### src/rtl/detect_pkg.sv
// -----------------------------------------------------------------------------
// detect_pkg
// Shared definitions for the detection event logger:
//   - default timestamp / sequence widths
//   - record width helper and default record width
//   - occupancy FSM state encoding used by the event FIFO
// -----------------------------------------------------------------------------
package detect_pkg;

  // Default widths for the free-running timestamp and the sequence/drop counters.
  localparam int DEF_TS_W  = 16;
  localparam int DEF_SEQ_W = 8;

  // A record is {timestamp, sequence number}.
  localparam int REC_W = DEF_TS_W + DEF_SEQ_W;

  function automatic int rec_w(input int ts_w, input int seq_w);
    return ts_w + seq_w;
  endfunction

  // Occupancy state of the event FIFO.
  typedef enum logic [1:0] {
    ST_EMPTY   = 2'd0,
    ST_PARTIAL = 2'd1,
    ST_FULL    = 2'd2
  } fifo_state_e;

endpackage : detect_pkg

### src/rtl/detect_event_logger_fifo.sv
// -----------------------------------------------------------------------------
// event_fifo
// Show-ahead FIFO with a registered head record and an occupancy FSM
// (EMPTY / PARTIAL / FULL). Pointers carry one extra wrap bit so the
// occupancy is simply wr_ptr - rd_ptr.
//
// Ports:
//   clk        in   rising-edge clock
//   rst        in   asynchronous active-high reset
//   clear_i    in   synchronous flush (dominates push/pop)
//   push_i     in   write wr_data_i this cycle (caller guarantees !full || pop)
//   pop_i      in   consume the head record this cycle (caller guarantees !empty)
//   wr_data_i  in   record to write
//   head_o     out  registered head record (valid while !empty_o)
//   full_o     out  FIFO holds DEPTH records
//   empty_o    out  FIFO holds no records
// -----------------------------------------------------------------------------
module event_fifo
  import detect_pkg::*;
#(
  parameter int WIDTH = REC_W,
  parameter int DEPTH = 4
) (
  input  logic             clk,
  input  logic             rst,
  input  logic             clear_i,
  input  logic             push_i,
  input  logic             pop_i,
  input  logic [WIDTH-1:0] wr_data_i,
  output logic [WIDTH-1:0] head_o,
  output logic             full_o,
  output logic             empty_o
);

  localparam int             PTR_W    = $clog2(DEPTH);
  localparam logic [PTR_W:0] PTR_ONE  = (PTR_W+1)'(1);
  localparam logic [PTR_W:0] CNT_LAST = (PTR_W+1)'(DEPTH-1);

  logic [WIDTH-1:0] mem_q [DEPTH];

  logic [PTR_W:0]   wr_ptr_q, wr_ptr_d;
  logic [PTR_W:0]   rd_ptr_q, rd_ptr_d;
  logic [PTR_W:0]   rd_next;
  logic [PTR_W:0]   count;
  logic [WIDTH-1:0] head_q, head_d;
  fifo_state_e      state_q, state_d;

  logic do_push;
  logic do_pop;

  assign do_push = push_i && !clear_i;
  assign do_pop  = pop_i  && !clear_i;

  assign count   = wr_ptr_q - rd_ptr_q;
  assign rd_next = rd_ptr_q + PTR_ONE;

  // ---------------------------------------------------------------------------
  // Occupancy FSM: state register
  // ---------------------------------------------------------------------------
  // NOTE: sequential state uses non-blocking assignments so every flop samples
  // pre-edge values regardless of block ordering.
  always_ff @(posedge clk or posedge rst) begin
    if (rst) begin
      state_q <= ST_EMPTY;
    end else begin
      state_q <= state_d;
    end
  end

  // ---------------------------------------------------------------------------
  // Occupancy FSM: next-state logic
  // ---------------------------------------------------------------------------
  // NOTE: every always_comb output gets a default first, so no path can leave
  // it unassigned and infer a latch.
  always_comb begin
    state_d = state_q;
    if (clear_i) begin
      state_d = ST_EMPTY;
    end else begin
      case (state_q)
        ST_EMPTY: begin
          if (do_push) state_d = ST_PARTIAL;
        end
        ST_PARTIAL: begin
          if (do_push && !do_pop && count == CNT_LAST) begin
            state_d = ST_FULL;
          end else if (do_pop && !do_push && count == PTR_ONE) begin
            state_d = ST_EMPTY;
          end
        end
        ST_FULL: begin
          if (do_pop && !do_push) state_d = ST_PARTIAL;
        end
        default: state_d = ST_EMPTY;
      endcase
    end
  end

  // ---------------------------------------------------------------------------
  // Occupancy FSM: outputs
  // ---------------------------------------------------------------------------
  always_comb begin
    empty_o = (state_q == ST_EMPTY);
    full_o  = (state_q == ST_FULL);
  end

  // ---------------------------------------------------------------------------
  // Pointer and head-record next-state
  // The head register always holds the record at rd_ptr, so after a pop it is
  // reloaded from the following slot -- or straight from wr_data_i when that
  // slot is being written in this very cycle.
  // ---------------------------------------------------------------------------
  always_comb begin
    wr_ptr_d = wr_ptr_q;
    rd_ptr_d = rd_ptr_q;
    head_d   = head_q;
    if (clear_i) begin
      wr_ptr_d = '0;
      rd_ptr_d = '0;
      head_d   = '0;
    end else begin
      if (do_push) wr_ptr_d = wr_ptr_q + PTR_ONE;
      if (do_pop) begin
        rd_ptr_d = rd_next;
        if (rd_next != wr_ptr_q) begin
          head_d = mem_q[rd_next[PTR_W-1:0]];
        end else if (do_push) begin
          head_d = wr_data_i;
        end
      end else if (do_push && state_q == ST_EMPTY) begin
        head_d = wr_data_i;
      end
    end
  end

  always_ff @(posedge clk or posedge rst) begin
    if (rst) begin
      wr_ptr_q <= '0;
      rd_ptr_q <= '0;
      head_q   <= '0;
    end else begin
      wr_ptr_q <= wr_ptr_d;
      rd_ptr_q <= rd_ptr_d;
      head_q   <= head_d;
    end
  end

  // NOTE: the storage array has no reset; a slot is only ever read after it
  // has been written, and the visible head comes from the reset head register.
  always_ff @(posedge clk) begin
    if (do_push) mem_q[wr_ptr_q[PTR_W-1:0]] <= wr_data_i;
  end

  assign head_o = head_q;

endmodule : event_fifo

### src/rtl/detect_event_logger.sv
// -----------------------------------------------------------------------------
// detect_event_logger
// Stamps each detection pulse with a free-running cycle count and a sequence
// number, queues it in a small FIFO and presents it to a reader over
// valid/ready. Events that arrive while the FIFO is full (and not being
// popped) are dropped, counted in a saturating drop counter and flagged by a
// sticky overflow bit. Dropped events still consume a sequence number, so the
// reader sees a gap in ev_seq.
//
// Ports:
//   clk        in   rising-edge clock
//   rst        in   asynchronous active-high reset
//   det_pulse  in   detection pulse; every high cycle is one event
//   clear      in   synchronous soft clear (FIFO, counters, flags)
//   ev_valid   out  head record available
//   ev_ready   in   reader accepts head record when ev_valid && ev_ready
//   ev_ts      out  timestamp of head record
//   ev_seq     out  sequence number of head record
//   drop_cnt   out  saturating count of dropped events
//   overflow   out  sticky, set on the first drop
// -----------------------------------------------------------------------------
module detect_event_logger
  import detect_pkg::*;
#(
  parameter int TS_W  = DEF_TS_W,
  parameter int SEQ_W = DEF_SEQ_W,
  parameter int DEPTH = 4
) (
  input  logic             clk,
  input  logic             rst,
  input  logic             det_pulse,
  input  logic             clear,
  output logic             ev_valid,
  input  logic             ev_ready,
  output logic [TS_W-1:0]  ev_ts,
  output logic [SEQ_W-1:0] ev_seq,
  output logic [SEQ_W-1:0] drop_cnt,
  output logic             overflow
);

  localparam int REC_BITS = rec_w(TS_W, SEQ_W);

  logic [TS_W-1:0]     ts_ctr_q,   ts_ctr_d;
  logic [SEQ_W-1:0]    seq_ctr_q,  seq_ctr_d;
  logic [SEQ_W-1:0]    drop_cnt_q, drop_cnt_d;
  logic                overflow_q, overflow_d;

  logic                fifo_full;
  logic                fifo_empty;
  logic [REC_BITS-1:0] head_rec;
  logic [REC_BITS-1:0] new_rec;

  logic                pop;
  logic                push;
  logic                drop;

  // A pop frees the slot in the same cycle, so a pulse into a full FIFO is
  // still accepted when the reader takes the head record at the same time.
  assign pop     = ev_valid && ev_ready && !clear;
  assign push    = det_pulse && !clear && (!fifo_full || pop);
  assign drop    = det_pulse && !clear && fifo_full && !pop;
  assign new_rec = {ts_ctr_q, seq_ctr_q};

  always_comb begin
    ts_ctr_d   = ts_ctr_q + TS_W'(1);
    seq_ctr_d  = seq_ctr_q;
    drop_cnt_d = drop_cnt_q;
    overflow_d = overflow_q;
    if (clear) begin
      ts_ctr_d   = '0;
      seq_ctr_d  = '0;
      drop_cnt_d = '0;
      overflow_d = 1'b0;
    end else begin
      if (det_pulse) seq_ctr_d = seq_ctr_q + SEQ_W'(1);
      if (drop) begin
        overflow_d = 1'b1;
        if (drop_cnt_q != '1) drop_cnt_d = drop_cnt_q + SEQ_W'(1);
      end
    end
  end

  always_ff @(posedge clk or posedge rst) begin
    if (rst) begin
      ts_ctr_q   <= '0;
      seq_ctr_q  <= '0;
      drop_cnt_q <= '0;
      overflow_q <= 1'b0;
    end else begin
      ts_ctr_q   <= ts_ctr_d;
      seq_ctr_q  <= seq_ctr_d;
      drop_cnt_q <= drop_cnt_d;
      overflow_q <= overflow_d;
    end
  end

  event_fifo #(
    .WIDTH (REC_BITS),
    .DEPTH (DEPTH)
  ) u_fifo (
    .clk       (clk),
    .rst       (rst),
    .clear_i   (clear),
    .push_i    (push),
    .pop_i     (pop),
    .wr_data_i (new_rec),
    .head_o    (head_rec),
    .full_o    (fifo_full),
    .empty_o   (fifo_empty)
  );

  assign ev_valid = !fifo_empty;
  assign ev_ts    = head_rec[REC_BITS-1:SEQ_W];
  assign ev_seq   = head_rec[SEQ_W-1:0];
  assign drop_cnt = drop_cnt_q;
  assign overflow = overflow_q;

endmodule : detect_event_logger

### config.mk
export PLATFORM = sky130hd
export DESIGN_NAME = detect_event_logger
export DESIGN_NICKNAME = d
export VERILOG_FILES = /design/src/rtl/detect_pkg.sv /design/src/rtl/detect_event_logger_fifo.sv /design/src/rtl/detect_event_logger.sv
export SDC_FILE = /design/constraint.sdc
export NUM_CORES = 1
export LEC_CHECK = 0
export CORE_MARGIN = 4
export CORE_UTILIZATION = 40
export DETAILED_ROUTE_END_ITERATION = 10
export GPL_ROUTABILITY_DRIVEN = 1
export GPL_TIMING_DRIVEN = 0
export PLACE_DENSITY = 0.65
export SYNTH_ARGS = -nofsm -noshare
export SYNTH_HDL_FRONTEND = slang
export SYNTH_HIERARCHICAL = 1
export SYNTH_SLANG_ARGS = --single-unit
### constraint.sdc
create_clock -name clk -period 5.35 [get_ports clk]
set_input_delay 0.535 -clock clk [delete_from_list [all_inputs] [get_ports clk]]
set_output_delay 0.535 -clock clk [all_outputs]
set_load 0.005 [all_outputs]
# Word-level counts from Yosys, hierarchy flattened
# Memories as Yosys holds them, arrays and structs flattened.
# Index checks and enable logic that the tools add are counted.
[totals]
wordCells = 80
ramBits = 96
n_memories = 1
out_inout_bits = 34
reg_bits = 65
[mem_list]
columns = ["memory", "words", "width", "read_ports", "rd_ports_with_merged_regs", "write_ports", "line_no", "text"]
rows = [
  ["u_fifo.mem_q", 4, 24, 1, 0, 1, "detect_event_logger_fifo.sv:39", "logic [WIDTH-1:0] mem_q [DEPTH];"],
]
[op_classes]
mux = 25
n_addsub = 6
eq_ne = 10
reduce_logical = 30
[ops]
columns = ["op", "count"]
rows = [
  ["two-way mux 24 bit", 5],
  ["two-way mux 8 bit", 5],
  ["adder 16 x 1 -> 16 bit (second input constant)", 1],
  ["adder 8 x 1 -> 8 bit (second input constant)", 2],
  ["two-way mux 16 bit", 1],
  ["logical AND 1 bit", 13],
  ["two-way mux 3 bit", 4],
  ["two-way mux 2 bit", 5],
  ["nonzero test 2 bit", 5],
  ["!= test 8 bit (second input constant)", 1],
  ["adder 3 x 1 -> 3 bit (second input constant)", 2],
  ["zero test 1 bit", 6],
  ["!= test 3 x 2 -> 1 bit (second input constant)", 2],
  ["one-hot mux 2 bit (3 select lines)", 1],
  ["two-way mux 1 bit", 4],
  ["!= test 4 x 2 -> 1 bit (second input constant)", 1],
  ["!= test 4 x 3 -> 1 bit (second input constant)", 1],
  ["AND reduction 2 bit", 2],
  ["== test 3 x 1 -> 1 bit (second input constant)", 1],
  ["== test 3 x 2 -> 1 bit (second input constant)", 1],
  ["!= test 3 bit", 1],
  ["AND reduction 3 bit", 1],
  ["nonzero test 3 bit", 1],
  ["subtractor 3 bit", 1],
  ["4 further kinds", 4],
]

# Longest topological paths before layout
# Gate-level depths: netlist of the first run.
[depth]
word_depth = 14
mapped_depth = 8
mapped_depth_nobuf = 8

# Hierarchy
# Netlist of the first run, hierarchy kept.
[by_module_without_submodules]
columns = ["module", "cells_each", "instances", "area_per_inst_um2"]
rows = [
  ["event_fifo", 270, 1, 5340.1],
  ["detect_event_logger", 164, 1, 1594.0],
]

# Least setup slack after synthesis of the first run
# OpenSTA, ideal clock, no wires.
[synth_timing]
path_kind = "input-to-reg"
startpoint = "input clear"
endpoint = "memory u_fifo/mem_q[0][0] (netlist bit) (enable)"
t_required_ns = 4.967
stages = 5
path_slack_ns = 2.790
arrival_ns = 2.177
n_path_buf = 2
setup_ns = 0.383
cell_sequence = "clkbuf_1 a211oi_1 clkbuf_1 nor2b_1 and2_1"
[synth_via]
elab_chain_len = 7
word_cells_on_any_way = 8
cone_classes = "2 x mux; 6 x reduce/logical"
[synth_lines]
columns = ["item", "line_no", "text"]
rows = [
  ["start: declaration", "detect_event_logger.sv:32", "input logic clear,"],
  ["zero test 1 bit (*)", "detect_event_logger.sv:59, detect_event_logger.sv:60", ""],
  ["logical AND 1 bit", "detect_event_logger.sv:59", "assign pop = ev_valid && ev_ready && !clear;"],
  ["logical OR 1 bit", "detect_event_logger.sv:60", "assign push = det_pulse && !clear && (!fifo_full || pop);"],
  ["logical AND 1 bit (*)", "detect_event_logger.sv:60", ""],
  ["net push", "detect_event_logger.sv:54", "logic push;"],
  ["logical AND 1 bit (*)", "detect_event_logger_fifo.sv:51", "assign do_push = push_i && !clear_i;"],
  ["two-way mux 1 bit (*)", "detect_event_logger_fifo.sv:151", "if (do_push) mem_q[wr_ptr_q[PTR_W-1:0]] <= wr_data_i;"],
  ["two-way mux 1 bit (implied by the code) (*)", "detect_event_logger_fifo.sv:151", ""],
  ["end: declaration", "detect_event_logger_fifo.sv:39", ""],
]
# The timed path passes the listed nets; every way through them passes the cells marked *.

# Worst setup path in the final report of the first run
[layout_timing]
startpoint = "input clear"
endpoint = "memory u_fifo/mem_q[2][8] (netlist bit) (enable)"
# Same word-level chain as after synthesis.

==> results of run 1 <==
kinds of logic (layout without fill, tap and decap cells):
family / Yosys count / count (layout) / share of synthesized area [%]
xor gates and xnor gates: 24 / 24 / 3.627
and+or+nand+nor: 94 / 94 / 6.514
AOI/OAI and AO/OA: 56 / 56 / 8.336
buffers and inverters: 36 / 105 / 2.598
muxes: 53 / 53 / 11.98
DFF: 161 / 161 / 65.03
adders and majority gates: 10 / 10 / 1.913
synth_stat cells, types with 2 or more instances:
cell type	count	area share (%)
nand4_1	6	0.54
buf_4	4	0.43
o2bb2ai_2	20	4.3
dfrtp_1	65	23
buf_8	2	0.43
o211ai_2	2	0.36
or4_1	2	0.22
nor2_1	34	1.8
o311ai_0	2	0.25
or3_1	6	0.54
o31ai_1	2	0.22
and3_1	2	0.18
nor2b_1	2	0.18
a21oi_1	8	0.58
xor2_1	9	1.1
mux2i_1	29	4.2
xnor2_1	12	1.5
o41ai_1	2	0.25
o2bb2ai_1	4	0.51
nand3_1	15	1.1
mux4_2	24	7.8
nor3_1	5	0.36
a21o_1	2	0.22
and2_1	4	0.36
buf_2	6	0.43
o21ai_0	8	0.58
nand2_1	13	0.70
ha_1	9	1.6
nor4_1	2	0.18
inv_1	15	0.81
edfxtp_1	96	42
clkbuf_1	8	0.43
cell type report:
class | count | area, µm² | area share, %
tap | 220 | 275.3 | 3.385
inverter | 15 | 56.30 | 0.6924
multi-input combinational | 237 | 2245 | 27.60
clock buffer | 18 | 429.2 | 5.278
buffer | 21 | 123.9 | 1.523
sequential | 161 | 4509 | 55.45
timing repair buffer | 37 | 370.4 | 4.555
clock inverter | 14 | 122.6 | 1.508
report_power, final:
group | leakage (nW) | internal [mW] | total (mW) | switching, mW
registers | 1.80 | 1.33 | 1.34 | 0.0157
clock network | 0.277 | 0.675 | 1.13 | 0.457
logic | 0.987 | 0.0417 | 0.113 | 0.0717
worst paths after layout:
check / start / endpoint / slack [ns] / cells after the start
max: clear / u_fifo/mem_q[2][8]$_DFFE_PP_ / 1.66 / 6
max reg2reg: u_fifo/state_q[0]$_DFFE_PP0P_ / u_fifo/mem_q[2][8]$_DFFE_PP_ / 2.05 / 6
min reg2reg: u_fifo/head_o[14]$_DFFE_PP0P_ / u_fifo/head_o[14]$_DFFE_PP0P_ / 0.49 / 1
max in group asynchronous: rst / u_fifo/head_o[16]$_DFFE_PP0P_ / 4.21 / 2
min: u_fifo/head_o[14]$_DFFE_PP0P_ / u_fifo/head_o[14]$_DFFE_PP0P_ / 0.49 / 1
min in group asynchronous: rst / drop_cnt[7]$_DFFE_PP0P_ / 0.61 / 2
flip-flops by register name (all words and copies together) (netlist names):
register	flops
drop_cnt	8
overflow	1
seq_ctr_q	8
ts_ctr_q	16
u_fifo/head_o	24
u_fifo/mem_q	96
u_fifo/rd_ptr_q	3
u_fifo/state_q	2
u_fifo/wr_ptr_q	3
routing by layer:
layer  track usage [%]  vias up  part of all wire [%]
met5                 0        -                     0
met3             4.425        5                   5.6
met1             20.25     1989                    45
met2             22.60      113                    49
li1                  -     1771                     -
met4             3.978        0                  0.56
per-stage QoR:
step / cell area (µm²) / hold WS, ns / cells / utilization (%)
detailed placement: 7580 / 0.4820 / 691 / 45.23
global placement: 7580 / 0.4815 / 691 / 45.23
floorplan: 6934 / 0.4794 / 434 / -
global route: 8132 / 0.4709 / 723 / 48.52
CTS: 8132 / 0.4683 / 723 / 48.52
finish: 8132 / 0.4950 / 723 / 48.52
==> summary.md, run 1 <==
| Metric | Value |
|---|---|
| RePlAce Congestion | `0.7943` |
| Antenna Cells | `0` |
| Critical path class | `primary input to flop` |
| CP max stage delay | `1.15 ns` |
| Synth Instances | `434` |
| Leading cell type in the layout, fill and taps excluded | `edfxtp_1` |
| Asr flop ratio synth | `40.37%` |
| Antenna violations before repair | `0` |
| Share of layout cells above drive strength 1 | `18.29%` |
| Yosys warns | `6` |
| Fmax | `271.2 MHz` |
| Mapped Avg Cell Area | `15.98 µm²` |
| Pin count of the biggest net entering global routing | `34` |
| Req. time, crit path | `5.37 ns` |
| CTS max path bufs | `2` |
| Clk Latency, worst-skew pair | `0.42 ns` |
| Antenna Violating Nets Remaining | `0` |
| Drt first pass iters | `4` |
| Buf/Inv on CP | `3` |
| Final Cycle Share | `68.92%` |
| Post_cts resized | `0` |
| CP Launch Type | `primary input` |
| Htree depth | `4` |
| Starting Density | `41.37%` |
| Clk_skew | `0.008072 ns` |
| Yosys cell types | `46` |
| Final Hold Viols | `0` |
| Drt via density | `5.364` |
| Commonest cells after routing, fill and taps aside | `96 x edfxtp_1, 65 x dfrtp_1, 37 x clkdlybuf4s50_1, 34 x nor2_1, 29 x mux2i_1` |
| CTS tree | `built` |
| Unrepaired setup endpoints after global routing | `no` |
| CP endpoint kind | `flop` |
| CTS root buffer | `clkbuf_16` |
| Post-synth top flop | `edfxtp_1` |
| Max VDD drop | `221.7 µV` |
| Setup slack after placement | `1.217 ns` |
| Slew at the pin with the worst max-slew slack | `1.447 ns` |
| Most numerous cell on the critical path | `clkbuf_1` |
| # port buffers | `37` |
| Max-Slew Margin vs Limit | `3.539%` |
| Crit-path cells | `clkdlybuf4s50_1, clkbuf_1, a211oi_1, clkbuf_1, nor2b_1, and2_1` |
| Area growth from synthesis to layout | `17.27%` |
| Crit path DAT | `3.71 ns` |
| DR iter-0 viols | `276` |
| Hold-fix buffers at CTS | `0` |
| WL/cell | `18.84 µm` |
| Post-synthesis register bit count | `161` |
| IO Count | `39` |
| Netlist Area Pre-Place | `6934 µm²` |
| Nets | `505` |
| Filler Cells Inserted | `1407` |
| Final min period | `3.687 ns` |
| DPL Wire Length | `8359 µm` |
| Fin. max-slew vios | `0` |
| Vias in the first global route | `3994` |
| Design Power | `2.590 mW` |
| Final WL | `13620 µm` |
| Hold Path Class | `flop to flop` |
| Core Rows | `47` |
| Total congestion overflow | `0` |
| Die area | `19510 µm²` |
| Pwr/cell area | `318.5 nW/µm²` |
| First-pass GRT wire length | `22070 µm` |
| Syn Nets | `449` |
| Register area share after synthesis | `65.03%` |
| Vias | `3878` |
| Outcome | `completed` |
| Core area | `16760 µm²` |
| Setup Buffers After CTS | `0` |
| Min setup slack post-route | `1.663 ns` |
| TritonCTS Buffers | `17` |
| TNS Setup | `0 ns` |
| GRT Util Overall | `14.60%` |
| Die W | `139.7 µm` |
| Crit-path slowest cell | `and2_1` |
| CP max FO | `24` |
| Sink Count | `161` |
| DRC Markers | `0` |
| EDFF count, synth | `96` |
| Crit path max-delay family | `simple AND/OR/NAND/NOR gates` |
| CTS clock-pin slew for the worst setup and hold paths | `0.06 ns` |
| Leak | `3.066 nW` |
| Final setup viols | `0` |
| Die H | `139.7 µm` |
| Max-Cap Viols | `0` |
No activity file was read; power rests on OpenSTA's default activity.
==> run 2: changes to the inputs <==
==> constraint.sdc (replaced) <==
create_clock -name clk -period 3.4 [get_ports clk]
set_input_delay 0.34 -clock clk [delete_from_list [all_inputs] [get_ports clk]]
set_output_delay 0.34 -clock clk [all_outputs]
set_load 0.005 [all_outputs]
==> summary.md, run 2 (synthesized netlist as in run 1, its figures left out) <==
| Metric | Value |
|---|---|
| Outcome | `completed` |
| Leading cell type in the layout, fill and taps excluded | `edfxtp_1` |
| CTS root buffer | `clkbuf_16` |
| Crit-path slowest cell | `and2_2` |
| Reg2reg path depth | `6 (unchanged)` |
| Hold depth | `3 (+2)` |
| Critical path class | `primary input to flop` |
| Req. time, crit path | `3.45 ns (-1.92 ns)` |
| WL/cell | `18.78 µm (-0.35%)` |
| Min setup slack post-route | `0.4043 ns (-1.258 ns)` |
| Final WL | `13580 µm (-0.35%)` |
| CP Launch Type | `primary input` |
| CP max stage delay | `0.69 ns (-0.46 ns)` |
| Antenna Violating Nets Remaining | `0 (unchanged)` |
| Share of layout cells above drive strength 1 | `19.09% (+0.80 points)` |
| Clk_skew | `0.006139 ns (-0.001933 ns)` |
| Hold Path Class | `primary input to flop` |
| Final min period | `2.996 ns` |
| Die area | `19510 µm² (unchanged)` |
| Switching portion of total power | `21.13% (+0.11 points)` |
| CTS tree | `built` |
| Clk Latency, worst-skew pair | `0.42 ns (about the same)` |
| Leak | `3.069 nW (+0.10%)` |
| Core Rows | `47 (unchanged)` |
| Final Cycle Share | `88.11%` |
| Setup Buffers After CTS | `0 (unchanged)` |
| Drt via density | `5.393 (+0.54%)` |
| Max-Slew Margin vs Limit | `38.98% (+35 points)` |
| Antenna Cells | `0 (unchanged)` |
| Max FFs per register | `96 (unchanged)` |
| Crit path DAT | `3.04 ns (-0.67 ns)` |
| Vias in the first global route | `3994 (unchanged)` |
| TritonCTS Buffers | `17 (unchanged)` |
| DR iter-0 viols | `276 (unchanged)` |
| Setup slack after placement | `-0.5380 ns (-1.755 ns)` |
| Reg power frac | `51.8% (about the same)` |
| Max-Cap Viols | `0 (unchanged)` |
| P_sw | `0.8620 mW (+58%)` |
| IO Count | `39 (unchanged)` |
| Area growth from synthesis to layout | `17.34% (about the same)` |
| CTS clock-pin slew for the worst setup and hold paths | `0.06 ns (about the same)` |
| Vias | `3899 (+0.54%)` |
| DPL Wire Length | `8359 µm (unchanged)` |
| Internal | `3.218 mW (+57%)` |
| Fmax | `333.8 MHz` |
| R2R Setup Slk | `0.59 ns (-1.46 ns)` |
| Crit path depth | `6 (unchanged)` |
| Placed insts | `691 (unchanged)` |
| DRC Markers | `0 (unchanged)` |
| Drt first pass iters | `4 (unchanged)` |
| Minimum hold slack | `0.2896 ns (-0.2053 ns)` |
| RePlAce Congestion | `0.7943 (unchanged)` |
| Max VDD drop | `357.1 µV (+61%)` |
| Pwr/cell area | `501.5 nW/µm² (+57%)` |
| Pin count of the biggest net entering global routing | `34 (unchanged)` |
| Nets | `505 (unchanged)` |
| Commonest cells after routing, fill and taps aside | `96 x edfxtp_1, 65 x dfrtp_1, 37 x clkdlybuf4s50_1, 34 x nor2_1, 29 x mux2i_1` |
| Slew at the pin with the worst max-slew slack | `0.9152 ns (-0.5317 ns)` |
| Finished Layout Cells | `723 (unchanged)` |
| Total congestion overflow | `0 (unchanged)` |
| Starting Density | `41.37% (unchanged)` |
| First-pass GRT wire length | `22070 µm (unchanged)` |
| # port buffers | `37 (unchanged)` |
| CP max FO | `24 (unchanged)` |
| Crit path max-delay family | `buffers and inverters` |
| CTS max path bufs | `2 (unchanged)` |
| Filler Cells Inserted | `1405 (-0.14%)` |
| Final setup viols | `0 (unchanged)` |
| Buf/Inv on CP | `3 (unchanged)` |
| Unrepaired setup endpoints after global routing | `no` |
| Finished Core Util | `48.55% (about the same)` |
| Sink Count | `161 (unchanged)` |
| Die H | `139.7 µm (unchanged)` |
| Core area | `16760 µm² (unchanged)` |
| Die W | `139.7 µm (unchanged)` |
| Antenna violations before repair | `0 (unchanged)` |
| Gate power share | `4.4% (about the same)` |
| GRT Util Overall | `14.60% (unchanged)` |
| Fin. max-slew vios | `0 (unchanged)` |
| Most numerous cell on the critical path | `clkbuf_1` |
| Final Hold Viols | `0 (unchanged)` |
| CP endpoint kind | `flop` |
| Htree depth | `4 (unchanged)` |
| Crit-path cells | `clkdlybuf4s50_1, clkbuf_1, a211oi_1, clkbuf_1, nor2b_1, and2_2` |
| Clk network pwr share | `43.8% (about the same)` |
==> run 2: cell counts in the layout (fill, tap and decap cells not counted) <==
No cell type changed its count.
==> run 2: layout make-up <==
cell class | instances | area [µm²] | area share [%]
repair buffers | 37 | 370.4 | 4.552
inverters | 15 | 56.30 | 0.6920
clock inverters | 14 | 122.6 | 1.507
well taps | 220 | 275.3 | 3.383
multi-input cells | 237 | 2250 | 27.65
flip-flops and latches | 161 | 4509 | 55.42
clock buffers | 18 | 429.2 | 5.274
plain buffers | 21 | 123.9 | 1.522
==> run 2: worst min-delay path, delay by kind of cell <==
kind | cells | cell delay (ns)
buf+inv | 1 | 0.16
xor+xnor | 1 | 0.09
simple gates | 1 | 0.08
==> run 2: metal layers <==
metal  wire (µm)  global-route usage, %
met1        6041                  20.25
met4         145                  3.978
met2        6651                  22.60
met5           0                      0
met3         737                  4.425
==> run 2: path summary, 6_finish.rpt <==
kind,endpoint,startpoint
setup reg to reg,u_fifo/mem_q[2][8]$_DFFE_PP_,u_fifo/state_q[0]$_DFFE_PP0P_
min in group asynchronous,overflow$_DFFE_PP0P_,rst
hold / removal,seq_ctr_q[0]$_DFFE_PP0P_,det_pulse
max in group asynchronous,u_fifo/head_o[16]$_DFFE_PP0P_,rst
setup / recovery,u_fifo/mem_q[2][8]$_DFFE_PP_,clear
hold reg to reg,u_fifo/head_o[14]$_DFFE_PP0P_,u_fifo/head_o[14]$_DFFE_PP0P_
==> run 2: power by group through the flow <==
| stage | Combinational, mW | Clock [mW] | Sequential [mW] |
|---|---|---|---|
| floorplan | 0.126 | 0 | 2.15 |
| global placement | 0.179 | 0 | 2.15 |
| detailed placement | 0.181 | 0 | 2.15 |
| CTS | 0.182 | 1.85 | 2.12 |
| global route | 0.197 | 1.93 | 2.12 |
| finish | 0.178 | 1.79 | 2.11 |
==> run 2: timing repair <==
action,in CTS,in global routing
gates resized for setup,3,1
hold buffers,0,0
endpoints found under the setup margin,73,24
==> run 2: stage by stage <==
step | cell area (µm²) | power (mW) | TNS (ns)
finish | 8137 | 4.080 | 0
CTS | 8135 | 4.145 | 0
global route | 8137 | 4.242 | 0
global placement | 7580 | 2.331 | -46.02
detailed placement | 7580 | 2.336 | -48.33
floorplan | 6934 | 2.272 | 0
==> run 3: changes to the inputs <==
--- a/config.mk
+++ b/config.mk
@@ -7,6 +7,7 @@
 export LEC_CHECK = 0
 export CORE_MARGIN = 4
 export CORE_UTILIZATION = 40
+export CTS_CLUSTER_SIZE = 25
 export DETAILED_ROUTE_END_ITERATION = 10
 export GPL_ROUTABILITY_DRIVEN = 1
 export GPL_TIMING_DRIVEN = 0
==> results of run 3 <==
No change in the layout: final DEF, timing and power equal those of run 2.
